===== config.mk =====
export PLATFORM = sky130hd
export DESIGN_NAME = mips_hazard_unit_flat
export DESIGN_NICKNAME = d
export VERILOG_FILES = /design/src/rtl/mips_hazard_pkg.sv /design/src/rtl/mips_hazard_if.sv /design/src/rtl/mips_hazard_unit_src_match.sv /design/src/rtl/mips_hazard_unit.sv /design/src/flat_wrapper.sv
export SDC_FILE = /design/constraint.sdc
export NUM_CORES = 1
export LEC_CHECK = 0
export ABC_CLOCK_PERIOD_IN_PS = 3300
export BUFFER_PORTS_ARGS = -buffer_cell sky130_fd_sc_hd__buf_4
export CAP_MARGIN = 20
export CORE_ASPECT_RATIO = 2
export CORE_MARGIN = 5
export CORE_UTILIZATION = 56
export DETAILED_ROUTE_END_ITERATION = 16
export PLACE_DENSITY = 0.78
export SKIP_CTS_REPAIR_TIMING = 1
export SLEW_MARGIN = 15
export SYNTH_ARGS = -nofsm -noshare
export SYNTH_HDL_FRONTEND = slang
export SYNTH_SLANG_ARGS = --single-unit

===== constraint.sdc =====
create_clock -name clk -period 3.3 [get_ports clk]
set_clock_uncertainty 0.2 [all_clocks]
set_input_delay 0.33 -clock clk [delete_from_list [all_inputs] [get_ports clk]]
set_output_delay 0.33 -clock clk [all_outputs]
set_load 0.1 [all_outputs]

===== src/rtl/mips_hazard_pkg.sv =====
// Shared types for the MIPS-lite hazard unit: scoreboard slot layout,
// forward-select encoding and the slot/register match helper.
package mips_hazard_pkg;

  // Slot rd field is sized for the largest supported register file;
  // narrower register numbers are zero-extended on entry.
  localparam int HZ_RD_W = 8;

  typedef logic [HZ_RD_W-1:0] hz_reg_t;

  typedef struct packed {
    logic    valid;
    hz_reg_t rd;
    logic    reg_write;
    logic    is_load;
  } hz_slot_t;

  typedef enum logic [1:0] {
    FWD_REG   = 2'b00,
    FWD_EXMEM = 2'b01,
    FWD_MEMWB = 2'b10
  } fwd_sel_t;

  localparam hz_slot_t HZ_BUBBLE = '0;

  // A slot produces r when it holds a live register write to r.
  // r0 is hardwired to zero, so it never produces anything.
  function automatic logic slot_produces(input hz_slot_t s, input hz_reg_t r);
    return s.valid && s.reg_write && (s.rd == r) && (r != '0);
  endfunction

endpackage


===== src/rtl/mips_hazard_if.sv =====
// ID-stage / hazard-unit bundle. The pipeline side uses the master
// modport, the hazard unit the slave modport.
interface mips_hazard_if
  import mips_hazard_pkg::*;
#(
  parameter int REG_WIDTH = 5,
  parameter int CNT_WIDTH = 32
);

  logic                 id_valid;
  logic [REG_WIDTH-1:0] id_rs;
  logic [REG_WIDTH-1:0] id_rt;
  logic                 id_uses_rs;
  logic                 id_uses_rt;
  logic [REG_WIDTH-1:0] id_rd;
  logic                 id_reg_write;
  logic                 id_is_load;
  logic                 branch_taken;
  logic                 clear_counts;

  logic                 stall;
  logic                 flush;
  fwd_sel_t             fwd_a;
  fwd_sel_t             fwd_b;
  logic [CNT_WIDTH-1:0] stall_count;
  logic [CNT_WIDTH-1:0] hazard_count;

  modport master (
    output id_valid, id_rs, id_rt, id_uses_rs, id_uses_rt, id_rd,
    output id_reg_write, id_is_load, branch_taken, clear_counts,
    input  stall, flush, fwd_a, fwd_b, stall_count, hazard_count
  );

  modport slave (
    input  id_valid, id_rs, id_rt, id_uses_rs, id_uses_rt, id_rd,
    input  id_reg_write, id_is_load, branch_taken, clear_counts,
    output stall, flush, fwd_a, fwd_b, stall_count, hazard_count
  );

endinterface


===== src/rtl/mips_hazard_unit_src_match.sv =====
// Compares one ID source register against the in-flight scoreboard.
// Only EX and MEM matter: the WB producer writes the register file in
// the first half of the cycle, so the ID read already sees its value.
module hazard_src_match
  import mips_hazard_pkg::*;
(
  input  hz_reg_t  src,
  input  hz_slot_t ex_slot,
  input  hz_slot_t mem_slot,
  output logic     prod_ex,
  output logic     prod_mem,
  output logic     load_ex
);

  // MEM-slot load status is irrelevant: a load in MEM already has its data.
  logic unused_mem_load;
  assign unused_mem_load = mem_slot.is_load;

  // Match flags for the two forwardable stages.
  always_comb begin
    prod_ex  = slot_produces(ex_slot, src);
    prod_mem = slot_produces(mem_slot, src);
    load_ex  = prod_ex && ex_slot.is_load;
  end

endmodule


===== src/rtl/mips_hazard_unit.sv =====
// Hazard detection and forwarding control for the MIPS-lite pipeline.
// Keeps a three-slot scoreboard (EX/MEM/WB) of in-flight destinations,
// raises the IF/ID stall and branch flush, registers the EX operand
// forward selects and keeps stall / hazard-event statistics.
module mips_hazard_unit
  import mips_hazard_pkg::*;
#(
  parameter int REG_NUM    = 32,
  parameter int FORWARDING = 0,
  parameter int CNT_WIDTH  = 32
)
(
  input  logic          clk,
  input  logic          rst_n,
  mips_hazard_if.slave  hz
);

  localparam int REG_WIDTH = $clog2(REG_NUM);

  logic [REG_WIDTH-1:0] rs_w;
  logic [REG_WIDTH-1:0] rt_w;
  logic [REG_WIDTH-1:0] rd_w;
  hz_reg_t              rs_x;
  hz_reg_t              rt_x;
  hz_reg_t              rd_x;

  hz_slot_t ex_q,  ex_d;
  hz_slot_t mem_q, mem_d;
  hz_slot_t wb_q,  wb_d;

  fwd_sel_t fwd_a_q, fwd_a_d;
  fwd_sel_t fwd_b_q, fwd_b_d;

  logic                 stall_q, stall_d;
  logic [CNT_WIDTH-1:0] stall_cnt_q, stall_cnt_d;
  logic [CNT_WIDTH-1:0] haz_cnt_q,   haz_cnt_d;

  logic rs_ex, rs_mem, rs_ld;
  logic rt_ex, rt_mem, rt_ld;
  logic need_rs, need_rt;
  logic stall_c, flush_c, issue;

  // WB slot only exists so the shift chain matches the pipeline; nothing
  // downstream needs to look at it.
  logic unused_wb;
  assign unused_wb = ^wb_q;

  assign rs_w = hz.id_rs;
  assign rt_w = hz.id_rt;
  assign rd_w = hz.id_rd;
  assign rs_x = hz_reg_t'(rs_w);
  assign rt_x = hz_reg_t'(rt_w);
  assign rd_x = hz_reg_t'(rd_w);

  assign need_rs = hz.id_valid && hz.id_uses_rs;
  assign need_rt = hz.id_valid && hz.id_uses_rt;

  hazard_src_match u_match_rs (
    .src      (rs_x),
    .ex_slot  (ex_q),
    .mem_slot (mem_q),
    .prod_ex  (rs_ex),
    .prod_mem (rs_mem),
    .load_ex  (rs_ld)
  );

  hazard_src_match u_match_rt (
    .src      (rt_x),
    .ex_slot  (ex_q),
    .mem_slot (mem_q),
    .prod_ex  (rt_ex),
    .prod_mem (rt_mem),
    .load_ex  (rt_ld)
  );

  // Stall/flush decision; a taken branch squashes ID so it never stalls.
  always_comb begin
    flush_c = hz.branch_taken;
    stall_c = 1'b0;
    if (FORWARDING != 0) begin
      stall_c = (need_rs && rs_ld) || (need_rt && rt_ld);
    end else begin
      stall_c = (need_rs && (rs_ex || rs_mem)) || (need_rt && (rt_ex || rt_mem));
    end
    if (flush_c) begin
      stall_c = 1'b0;
    end
  end

  // Scoreboard shift and forward-select selection for the EX entrant.
  always_comb begin
    issue   = hz.id_valid && !stall_c && !flush_c;
    ex_d    = HZ_BUBBLE;
    mem_d   = ex_q;
    wb_d    = mem_q;
    fwd_a_d = FWD_REG;
    fwd_b_d = FWD_REG;
    if (issue) begin
      ex_d.valid     = 1'b1;
      ex_d.rd        = rd_x;
      ex_d.reg_write = hz.id_reg_write;
      ex_d.is_load   = hz.id_is_load;
    end
    // The current EX producer will sit in MEM next cycle (EX/MEM path);
    // the current MEM producer will sit in WB (MEM/WB path). Nearest wins.
    if (issue && (FORWARDING != 0)) begin
      if (need_rs && rs_ex) begin
        fwd_a_d = FWD_EXMEM;
      end else if (need_rs && rs_mem) begin
        fwd_a_d = FWD_MEMWB;
      end
      if (need_rt && rt_ex) begin
        fwd_b_d = FWD_EXMEM;
      end else if (need_rt && rt_mem) begin
        fwd_b_d = FWD_MEMWB;
      end
    end
  end

  // Saturating statistics; a new hazard event is a rising edge of stall.
  always_comb begin
    stall_d     = stall_c;
    stall_cnt_d = stall_cnt_q;
    haz_cnt_d   = haz_cnt_q;
    if (hz.clear_counts) begin
      stall_cnt_d = '0;
      haz_cnt_d   = '0;
    end else begin
      if (stall_c && (stall_cnt_q != '1)) begin
        stall_cnt_d = stall_cnt_q + 1'b1;
      end
      if (stall_c && !stall_q && (haz_cnt_q != '1)) begin
        haz_cnt_d = haz_cnt_q + 1'b1;
      end
    end
  end

  // State registers.
  always_ff @(posedge clk or negedge rst_n) begin
    if (!rst_n) begin
      ex_q        <= HZ_BUBBLE;
      mem_q       <= HZ_BUBBLE;
      wb_q        <= HZ_BUBBLE;
      fwd_a_q     <= FWD_REG;
      fwd_b_q     <= FWD_REG;
      stall_q     <= 1'b0;
      stall_cnt_q <= '0;
      haz_cnt_q   <= '0;
    end else begin
      ex_q        <= ex_d;
      mem_q       <= mem_d;
      wb_q        <= wb_d;
      fwd_a_q     <= fwd_a_d;
      fwd_b_q     <= fwd_b_d;
      stall_q     <= stall_d;
      stall_cnt_q <= stall_cnt_d;
      haz_cnt_q   <= haz_cnt_d;
    end
  end

  assign hz.stall        = stall_c;
  assign hz.flush        = flush_c;
  assign hz.fwd_a        = fwd_a_q;
  assign hz.fwd_b        = fwd_b_q;
  assign hz.stall_count  = stall_cnt_q;
  assign hz.hazard_count = haz_cnt_q;

endmodule


===== src/flat_wrapper.sv =====
// flat-port wrapper written by rule: the top's interface ports become plain ports
module mips_hazard_unit_flat import mips_hazard_pkg::*;
#(
  parameter int REG_NUM    = 32,
  parameter int FORWARDING = 0,
  parameter int CNT_WIDTH  = 32
)
  (clk, rst_n, hz_id_valid, hz_id_rs, hz_id_rt, hz_id_uses_rs, hz_id_uses_rt, hz_id_rd, hz_id_reg_write, hz_id_is_load, hz_branch_taken, hz_clear_counts, hz_stall, hz_flush, hz_fwd_a, hz_fwd_b, hz_stall_count, hz_hazard_count);
  mips_hazard_if #(.REG_WIDTH(5), .CNT_WIDTH(CNT_WIDTH)) hz_i ();
  input  logic clk;
  input  logic rst_n;
  input wire logic [$bits(hz_i.id_valid)-1:0] hz_id_valid;
  input wire logic [$bits(hz_i.id_rs)-1:0] hz_id_rs;
  input wire logic [$bits(hz_i.id_rt)-1:0] hz_id_rt;
  input wire logic [$bits(hz_i.id_uses_rs)-1:0] hz_id_uses_rs;
  input wire logic [$bits(hz_i.id_uses_rt)-1:0] hz_id_uses_rt;
  input wire logic [$bits(hz_i.id_rd)-1:0] hz_id_rd;
  input wire logic [$bits(hz_i.id_reg_write)-1:0] hz_id_reg_write;
  input wire logic [$bits(hz_i.id_is_load)-1:0] hz_id_is_load;
  input wire logic [$bits(hz_i.branch_taken)-1:0] hz_branch_taken;
  input wire logic [$bits(hz_i.clear_counts)-1:0] hz_clear_counts;
  output wire logic [$bits(hz_i.stall)-1:0] hz_stall;
  output wire logic [$bits(hz_i.flush)-1:0] hz_flush;
  output wire logic [$bits(hz_i.fwd_a)-1:0] hz_fwd_a;
  output wire logic [$bits(hz_i.fwd_b)-1:0] hz_fwd_b;
  output wire logic [$bits(hz_i.stall_count)-1:0] hz_stall_count;
  output wire logic [$bits(hz_i.hazard_count)-1:0] hz_hazard_count;
  assign hz_i.id_valid = hz_id_valid;
  assign hz_i.id_rs = hz_id_rs;
  assign hz_i.id_rt = hz_id_rt;
  assign hz_i.id_uses_rs = hz_id_uses_rs;
  assign hz_i.id_uses_rt = hz_id_uses_rt;
  assign hz_i.id_rd = hz_id_rd;
  assign hz_i.id_reg_write = hz_id_reg_write;
  assign hz_i.id_is_load = hz_id_is_load;
  assign hz_i.branch_taken = hz_branch_taken;
  assign hz_i.clear_counts = hz_clear_counts;
  assign hz_stall = hz_i.stall;
  assign hz_flush = hz_i.flush;
  assign hz_fwd_a = hz_i.fwd_a;
  assign hz_fwd_b = hz_i.fwd_b;
  assign hz_stall_count = hz_i.stall_count;
  assign hz_hazard_count = hz_i.hazard_count;
  mips_hazard_unit #(.REG_NUM(REG_NUM), .FORWARDING(FORWARDING), .CNT_WIDTH(CNT_WIDTH)) u_core (.clk(clk), .rst_n(rst_n), .hz(hz_i));
endmodule

# Yosys cells after proc, flatten, opt, wreduce, memory -nomap -nowiden
# Index checks and enable logic that the tools add are counted.
[classes]
addsub = 2
n_eq_ne = 6
muxes = 6
n_reduce_logical = 29
[op_table]
columns = ["operator", "n"]
rows = [
  ["two-way mux 32 bit", 4],
  ["adder 32 x 1 -> 32 bit (second input constant)", 2],
  ["!= test 32 bit (second input constant)", 2],
  ["== test 8 x 5 -> 1 bit", 4],
  ["logical AND 1 bit", 19],
  ["nonzero test 8 bit", 2],
  ["two-way mux 11 bit", 1],
  ["nonzero test 2 bit", 2],
  ["logical NOT 1 bit", 3],
  ["logical OR 1 bit", 3],
  ["two-way mux 1 bit", 1],
]
[word_totals]
ff_bits = 85
inputBits = 24
output_inout_bits = 70
elab_cells = 52

# Depth between registers and ports, before layout
[depth]
depth_word = 11
mapped_depth = 10
mapped_depth_nobuf = 7

# By module
# From an unflattened synthesis, not the netlist that was laid out.
[hier_totals]
cells_unflattened = 482
area_unflattened_um2 = 4536.9
[by_module_without_submodules]
columns = ["mod", "instances", "cells_each", "area_each_um2", "seq_area_each_um2"]
rows = [
  ["mips_hazard_unit", 1, 424, 4098.9, 2026.9],
  ["hazard_src_match", 2, 29, 219.0, 0.0],
]

# Worst setup path before layout
# Ideal clock, no wire load.
[synth_timing]
path_kind = "register to output"
start = "reg u_core.ex_q[4] in the netlist's numbering"
end = "out hz_stall"
t_arrival_ps = 2753
required_ps = 2770
path_slack_ps = 17
stages_incl_launch_ff = 8
path_buffers = 2
path_cell_list = "dfrtp_1 -> xnor2_1 -> nand4_1 -> o22ai_1 -> a22oi_1 -> buf_2 -> buf_2 -> nor2_1"
[synth_via]
elab_chain_cells = 7
elab_cells_between_ends = 12
classes_between = "eq/ne: 2; mux: 1; reduce/logical: 9"
[synth_rtl]
columns = ["element", "line", "rtl"]
rows = [
  ["start, declared", "mips_hazard_unit.sv:27", "hz_slot_t ex_q, ex_d;"],
  ["start signal, assigned", "mips_hazard_unit.sv:141", "ex_q <= HZ_BUBBLE;"],
  ["start signal, assigned", "mips_hazard_unit.sv:150", "ex_q <= ex_d;"],
  ["== test 8 x 5 -> 1 bit", "mips_hazard_pkg.sv:29", "return s.valid && s.reg_write && (s.rd == r) && (r != '0);"],
  ["logical AND 1 bit (2 in series)", "mips_hazard_pkg.sv:29", ""],
  ["logical OR 1 bit", "mips_hazard_unit.sv:83", "stall_c = (need_rs && (rs_ex || rs_mem)) || (need_rt && (rt_ex || rt_mem));"],
  ["logical AND 1 bit", "mips_hazard_unit.sv:83", ""],
  ["logical OR 1 bit (*)", "mips_hazard_unit.sv:83", ""],
  ["two-way mux 1 bit (*)", "mips_hazard_unit.sv:85", "if (flush_c) begin"],
  ["end, declared", "flat_wrapper.sv:22", "output wire logic [$bits(hz_i.stall)-1:0] hz_stall;"],
]
# Every way passes the cells marked *; elsewhere a longest branch is shown, timed or not.

# Worst setup path after layout
[layout_timing]
start = "reg u_core.haz_cnt_q[0], in the netlist u_core.hz.hazard_count[0]"
end = "reg u_core.haz_cnt_q[12], in the netlist u_core.hz.hazard_count[12]"
[layout_via]
elab_chain_cells = 3
elab_cells_between_ends = 6
classes_between = "add/sub: 1; eq/ne: 1; mux: 2; reduce/logical: 2"
[layout_rtl]
columns = ["element", "line", "rtl"]
rows = [
  ["start, declared", "mips_hazard_unit.sv:36", "logic [CNT_WIDTH-1:0] haz_cnt_q, haz_cnt_d;"],
  ["start signal, assigned", "mips_hazard_unit.sv:157", "haz_cnt_q <= haz_cnt_d;"],
  ["adder 32 x 1 -> 32 bit / != test 32 bit (equally long branches)", "mips_hazard_unit.sv:133, mips_hazard_unit.sv:132", ""],
  ["two-way mux 32 bit / logical AND 1 bit (equally long branches)", "mips_hazard_unit.sv:132", "if (stall_c && !stall_q && (haz_cnt_q != '1)) begin"],
  ["two-way mux 32 bit / nonzero test 2 bit (equally long branches)", "n/a", ""],
]
# Several ways; a longest one is shown, not always the timed one. The select of a mux whose other input is x is not followed.
# A chain may end at the register's enable or synchronous reset.

==> impl_metrics.prom <==
# TYPE chip_impl_metric gauge
chip_impl_metric{name="critPathBufInv",unit=""} 2
chip_impl_metric{name="drc",unit=""} 0
chip_impl_metric{name="data_required_time_at_the_worst_endpoint",unit="ps"} 3350
chip_impl_metric{name="place_congestion",unit=""} 0.877
chip_impl_metric{name="drt-total-wl",unit="µm"} 12600
chip_impl_metric{name="max-vdd-ir-drop",unit="mV"} 0.432
chip_impl_metric{name="setup-violations-final",unit=""} 0
chip_impl_metric{name="largest_fanout_on_the_critical_path",unit=""} 8
chip_impl_metric{name="rows",unit=""} 47
chip_impl_metric{name="max_slew.worst_pin.slew",unit="ps"} 888
chip_impl_info{name="clk_root_buffer_cell",value="sky130_fd_sc_hd__clkbuf_16"} 1
chip_impl_metric{name="viasPerCell",unit=""} 6.37
chip_impl_metric{name="ant_nets",unit=""} 0
chip_impl_metric{name="initial_utilization",unit="%"} 57.1
chip_impl_info{name="tritoncts_clock_tree",value="yes"} 1
chip_impl_metric{name="fillCellCount",unit=""} 697
chip_impl_metric{name="storage_element_area",unit="µm²"} 1980
chip_impl_info{name="dominantRegCellSynth",value="sky130_fd_sc_hd__dfrtp_1"} 1
chip_impl_metric{name="htree_num_levels",unit=""} 3
chip_impl_metric{name="grt_first_pass_wirelength",unit="µm"} 21100
chip_impl_metric{name="power_per_cell_area",unit="nW/µm²"} 381
chip_impl_metric{name="ys_async_sr_fraction",unit="%"} 100
chip_impl_metric{name="drive_above_1_share",unit="%"} 24.4
chip_impl_info{name="cpMaxStageDelayCell",value="sky130_fd_sc_hd__a31oi_1"} 1
chip_impl_metric{name="timing.final.ws_setup",unit="ps"} 434
chip_impl_metric{name="cp_data_arrival_time",unit="ps"} 2920
chip_impl_metric{name="vias",unit=""} 4389
chip_impl_info{name="crit_path_start_kind",value="flip-flop"} 1
chip_impl_metric{name="period_minus_slack",unit="ps"} 2870
chip_impl_metric{name="total_area_of_multi_input_combinational_cells",unit="µm²"} 2520
chip_impl_metric{name="die_outline_height",unit="µm"} 140
chip_impl_metric{name="grt_antenna_before_repair",unit=""} 0
chip_impl_metric{name="post-route-period-util",unit="%"} 86.9
chip_impl_info{name="rsz_0062_raised_after_global_routing",value="no"} 1
chip_impl_metric{name="drt-pass1-iter-count",unit=""} 5
chip_impl_metric{name="share_of_the_core_filled_with_cells",unit="%"} 69.7
chip_impl_info{name="ys_top_cells_by_area",value="sky130_fd_sc_hd__dfrtp_1, sky130_fd_sc_hd__nand3_1, sky130_fd_sc_hd__o31ai_1"} 1
chip_impl_metric{name="mapped_cell_area",unit="µm²"} 4700
chip_impl_info{name="endpoint_kind",value="flip-flop"} 1
chip_impl_metric{name="diodes",unit=""} 0
chip_impl_metric{name="yosysSeqAreaShare",unit="%"} 42.0
chip_impl_metric{name="core-area",unit="µm²"} 8230
chip_impl_metric{name="report.final.slew_viol_count",unit=""} 0
chip_impl_metric{name="finalNetCount",unit=""} 612
chip_impl_metric{name="clk_pin_slew_worst_paths",unit="ps"} 60
chip_impl_metric{name="post-synth-top-area-fraction",unit="%"} 42.0
chip_impl_info{name="hold_class",value="in -> reg"} 1
chip_impl_info{name="outcome",value="complete, no violations"} 1
chip_impl_metric{name="clk_latency",unit="ps"} 340
chip_impl_metric{name="first_global_vias",unit=""} 4395
chip_impl_metric{name="synth-edff-count",unit=""} 0
chip_impl_metric{name="chipWidth",unit="µm"} 74.8
chip_impl_info{name="layout.cells.most_common_list",value="sky130_fd_sc_hd__buf_4, sky130_fd_sc_hd__dfrtp_1, sky130_fd_sc_hd__nand3_1, sky130_fd_sc_hd__nor2_1, sky130_fd_sc_hd__a21oi_1"} 1
chip_impl_info{name="critical_path.cell_chain",value="ha_1 > nand3_1 > nor3_2 > buf_4 > a31oi_1 > buf_4 > nand3_1 > or3_1 > a21oi_1"} 1
chip_impl_metric{name="top_level_port_count",unit=""} 94
chip_impl_metric{name="synth.avg_cell_area",unit="µm²"} 9.33
chip_impl_metric{name="overflow",unit=""} 0
chip_impl_metric{name="leak_pwr",unit="µW"} 0.00235
chip_impl_metric{name="aggregate_negative_setup_slack",unit="ps"} 0
chip_impl_metric{name="max_clock_freq",unit="MHz"} 349
chip_impl_metric{name="area_growth_syn_to_layout",unit="%"} 22.0
chip_impl_metric{name="tritoncts_num_sinks",unit=""} 79
chip_impl_metric{name="synthCells",unit=""} 504
chip_impl_info{name="type_of_the_setup_path_with_the_least_slack",value="reg -> reg"} 1
chip_impl_metric{name="cts_buffers",unit=""} 9
chip_impl_metric{name="dpl.hpwl",unit="µm"} 9010
chip_impl_info{name="commonest_non_fill_non_tap_cell_in_the_layout",value="sky130_fd_sc_hd__buf_4"} 1
chip_impl_metric{name="io_buffer_count",unit=""} 88
chip_impl_metric{name="dpl_worst_slack",unit="ps"} 479
chip_impl_metric{name="drt-wirelength-per-cell",unit="µm"} 18.3
chip_impl_metric{name="drt_first_iter_violations",unit=""} 260
chip_impl_metric{name="netlist-cell-type-count",unit=""} 52
chip_impl_metric{name="timing.max_slew.rel_slack",unit="%"} 40.8
chip_impl_metric{name="drv_cap",unit=""} 0
chip_impl_metric{name="cpPeakStageDelay",unit="ps"} 540
chip_impl_metric{name="grt_usage",unit="%"} 25.7
chip_impl_metric{name="max_buffers_root_to_sink",unit=""} 2
chip_impl_metric{name="dieArea",unit="µm²"} 10400
chip_impl_metric{name="grt_start_max_net_pins",unit=""} 87
chip_impl_metric{name="holdWs",unit="ps"} 1.92
chip_impl_metric{name="finalHoldViolations",unit=""} 0
chip_impl_info{name="worst_path_dominant_cell_family",value="simple AND/OR/NAND/NOR gates"} 1
chip_impl_metric{name="synthesis.yosys.warnings",unit=""} 0
chip_impl_metric{name="postSynthRegisterBits",unit=""} 79
chip_impl_info{name="synth_top_cell_by_area",value="sky130_fd_sc_hd__dfrtp_1"} 1
==> registers in the layout, summed over array words and instances (netlist names) <==
| signal | flops |
|---|---|
| u_core.stall_q | 1 |
| u_core.ex_q | 7 |
| u_core.hz.hazard_count | 32 |
| u_core.mem_q | 7 |
| u_core.hz.stall_count | 32 |
==> cell usage after synthesis (2+ instances only) <==
master and number:
sky130_fd_sc_hd__nor2b_1 21, sky130_fd_sc_hd__nand3_1 38, sky130_fd_sc_hd__o41ai_1 3, sky130_fd_sc_hd__nor4_1 13, sky130_fd_sc_hd__nand4_1 19, sky130_fd_sc_hd__and3_1 9
sky130_fd_sc_hd__a21oi_1 35, sky130_fd_sc_hd__and4_1 5, sky130_fd_sc_hd__a21oi_2 7, sky130_fd_sc_hd__or4_1 24, sky130_fd_sc_hd__or3_1 16, sky130_fd_sc_hd__o311a_1 2
sky130_fd_sc_hd__o31ai_1 24, sky130_fd_sc_hd__buf_4 10, sky130_fd_sc_hd__o21ai_1 3, sky130_fd_sc_hd__nor2_1 38, sky130_fd_sc_hd__mux2_2 13, sky130_fd_sc_hd__dfrtp_1 79
sky130_fd_sc_hd__ha_1 2, sky130_fd_sc_hd__xnor2_1 20, sky130_fd_sc_hd__inv_1 5, sky130_fd_sc_hd__buf_6 2, sky130_fd_sc_hd__and2_1 12, sky130_fd_sc_hd__nand4b_1 4
sky130_fd_sc_hd__nand2_1 27, sky130_fd_sc_hd__buf_2 8, sky130_fd_sc_hd__o21ai_0 12, sky130_fd_sc_hd__mux2_1 7, sky130_fd_sc_hd__clkbuf_1 12, sky130_fd_sc_hd__o22ai_1 2
sky130_fd_sc_hd__nor3_1 9, sky130_fd_sc_hd__nor4b_1 3
==> routing by layer <==
layer  part of all wire [%]  routed length (µm)  track usage (%)  vias to the layer above
met2                     57                7210             46.3                      140
li1                       -                   -                -                     2045
met3                    4.1                 515             3.83                       31
met1                     36                4490             28.5                     2173
met4                    3.3                 413             11.4                        0
met5                      0                   0                0                        -
==> final cells by class <==
| type | instances | share of cell area, % |
|---|---|---|
| multi-input cells | 390 | 43.9 |
| flip-flops and latches | 79 | 34.5 |
| repair buffers | 101 | 13.7 |
| clock buffers | 9 | 3.93 |
| well taps | 98 | 2.14 |
| clock inverters | 7 | 1.53 |
| inverters | 5 | 0.327 |
==> kinds of logic after synthesis <==
kind of cell | Yosys count | synth area share [%]
simple gates | 247 | 30.2
compound gates | 97 | 13.9
flops | 79 | 42.0
buf+inv | 38 | 4.71
xor+xnor | 20 | 3.73
mux | 20 | 4.79
fa+ha+maj | 2 | 0.532
other cells | 1 | 0.0798
==> worst register-to-register path, stage by stage, from the launching register on <==
cell                      delay [ps]
sky130_fd_sc_hd__dfrtp_1         420
sky130_fd_sc_hd__ha_1            250
sky130_fd_sc_hd__nand3_1         260
sky130_fd_sc_hd__nor3_2           80
sky130_fd_sc_hd__buf_4           180
sky130_fd_sc_hd__a31oi_1         540
sky130_fd_sc_hd__buf_4           280
sky130_fd_sc_hd__nand3_1         100
sky130_fd_sc_hd__or3_1           320
sky130_fd_sc_hd__a21oi_1         160
==> final timing paths <==
path | start | end | slack, ps | cells past startpoint
worst max-delay path | u_core.hz.hazard_count[0] | u_core.hz.hazard_count[12] | 430 | 9
worst min-delay path | hz_id_rd[4] | u_core.ex_q[6] | 2 | 2
worst max register to register | u_core.hz.hazard_count[0] | u_core.hz.hazard_count[12] | 430 | 9
worst min register to register | u_core.ex_q[1] | u_core.mem_q[1] | 210 | 0
max in group asynchronous | rst_n | u_core.mem_q[2] | 2100 | 3
min in group asynchronous | rst_n | u_core.hz.stall_count[2] | 220 | 2
==> power by group <==
group	total, µW	switching, µW	internal, µW
Sequential	982	6.68	976
Combinational	141	94.8	46.1
Clock	1060	403	657
==> stage by stage <==
stage / std cells / instance area, µm² / total power, µW
final: 689 / 5730 / 2180
after CTS: 686 / 5690 / 2190
after global routing: 689 / 5730 / 2250
after global placement: 670 / 5370 / 1130
after detailed placement: 670 / 5370 / 1140
after floorplan: 507 / 4710 / 1080
No activity file was read; power rests on OpenSTA's default activity.
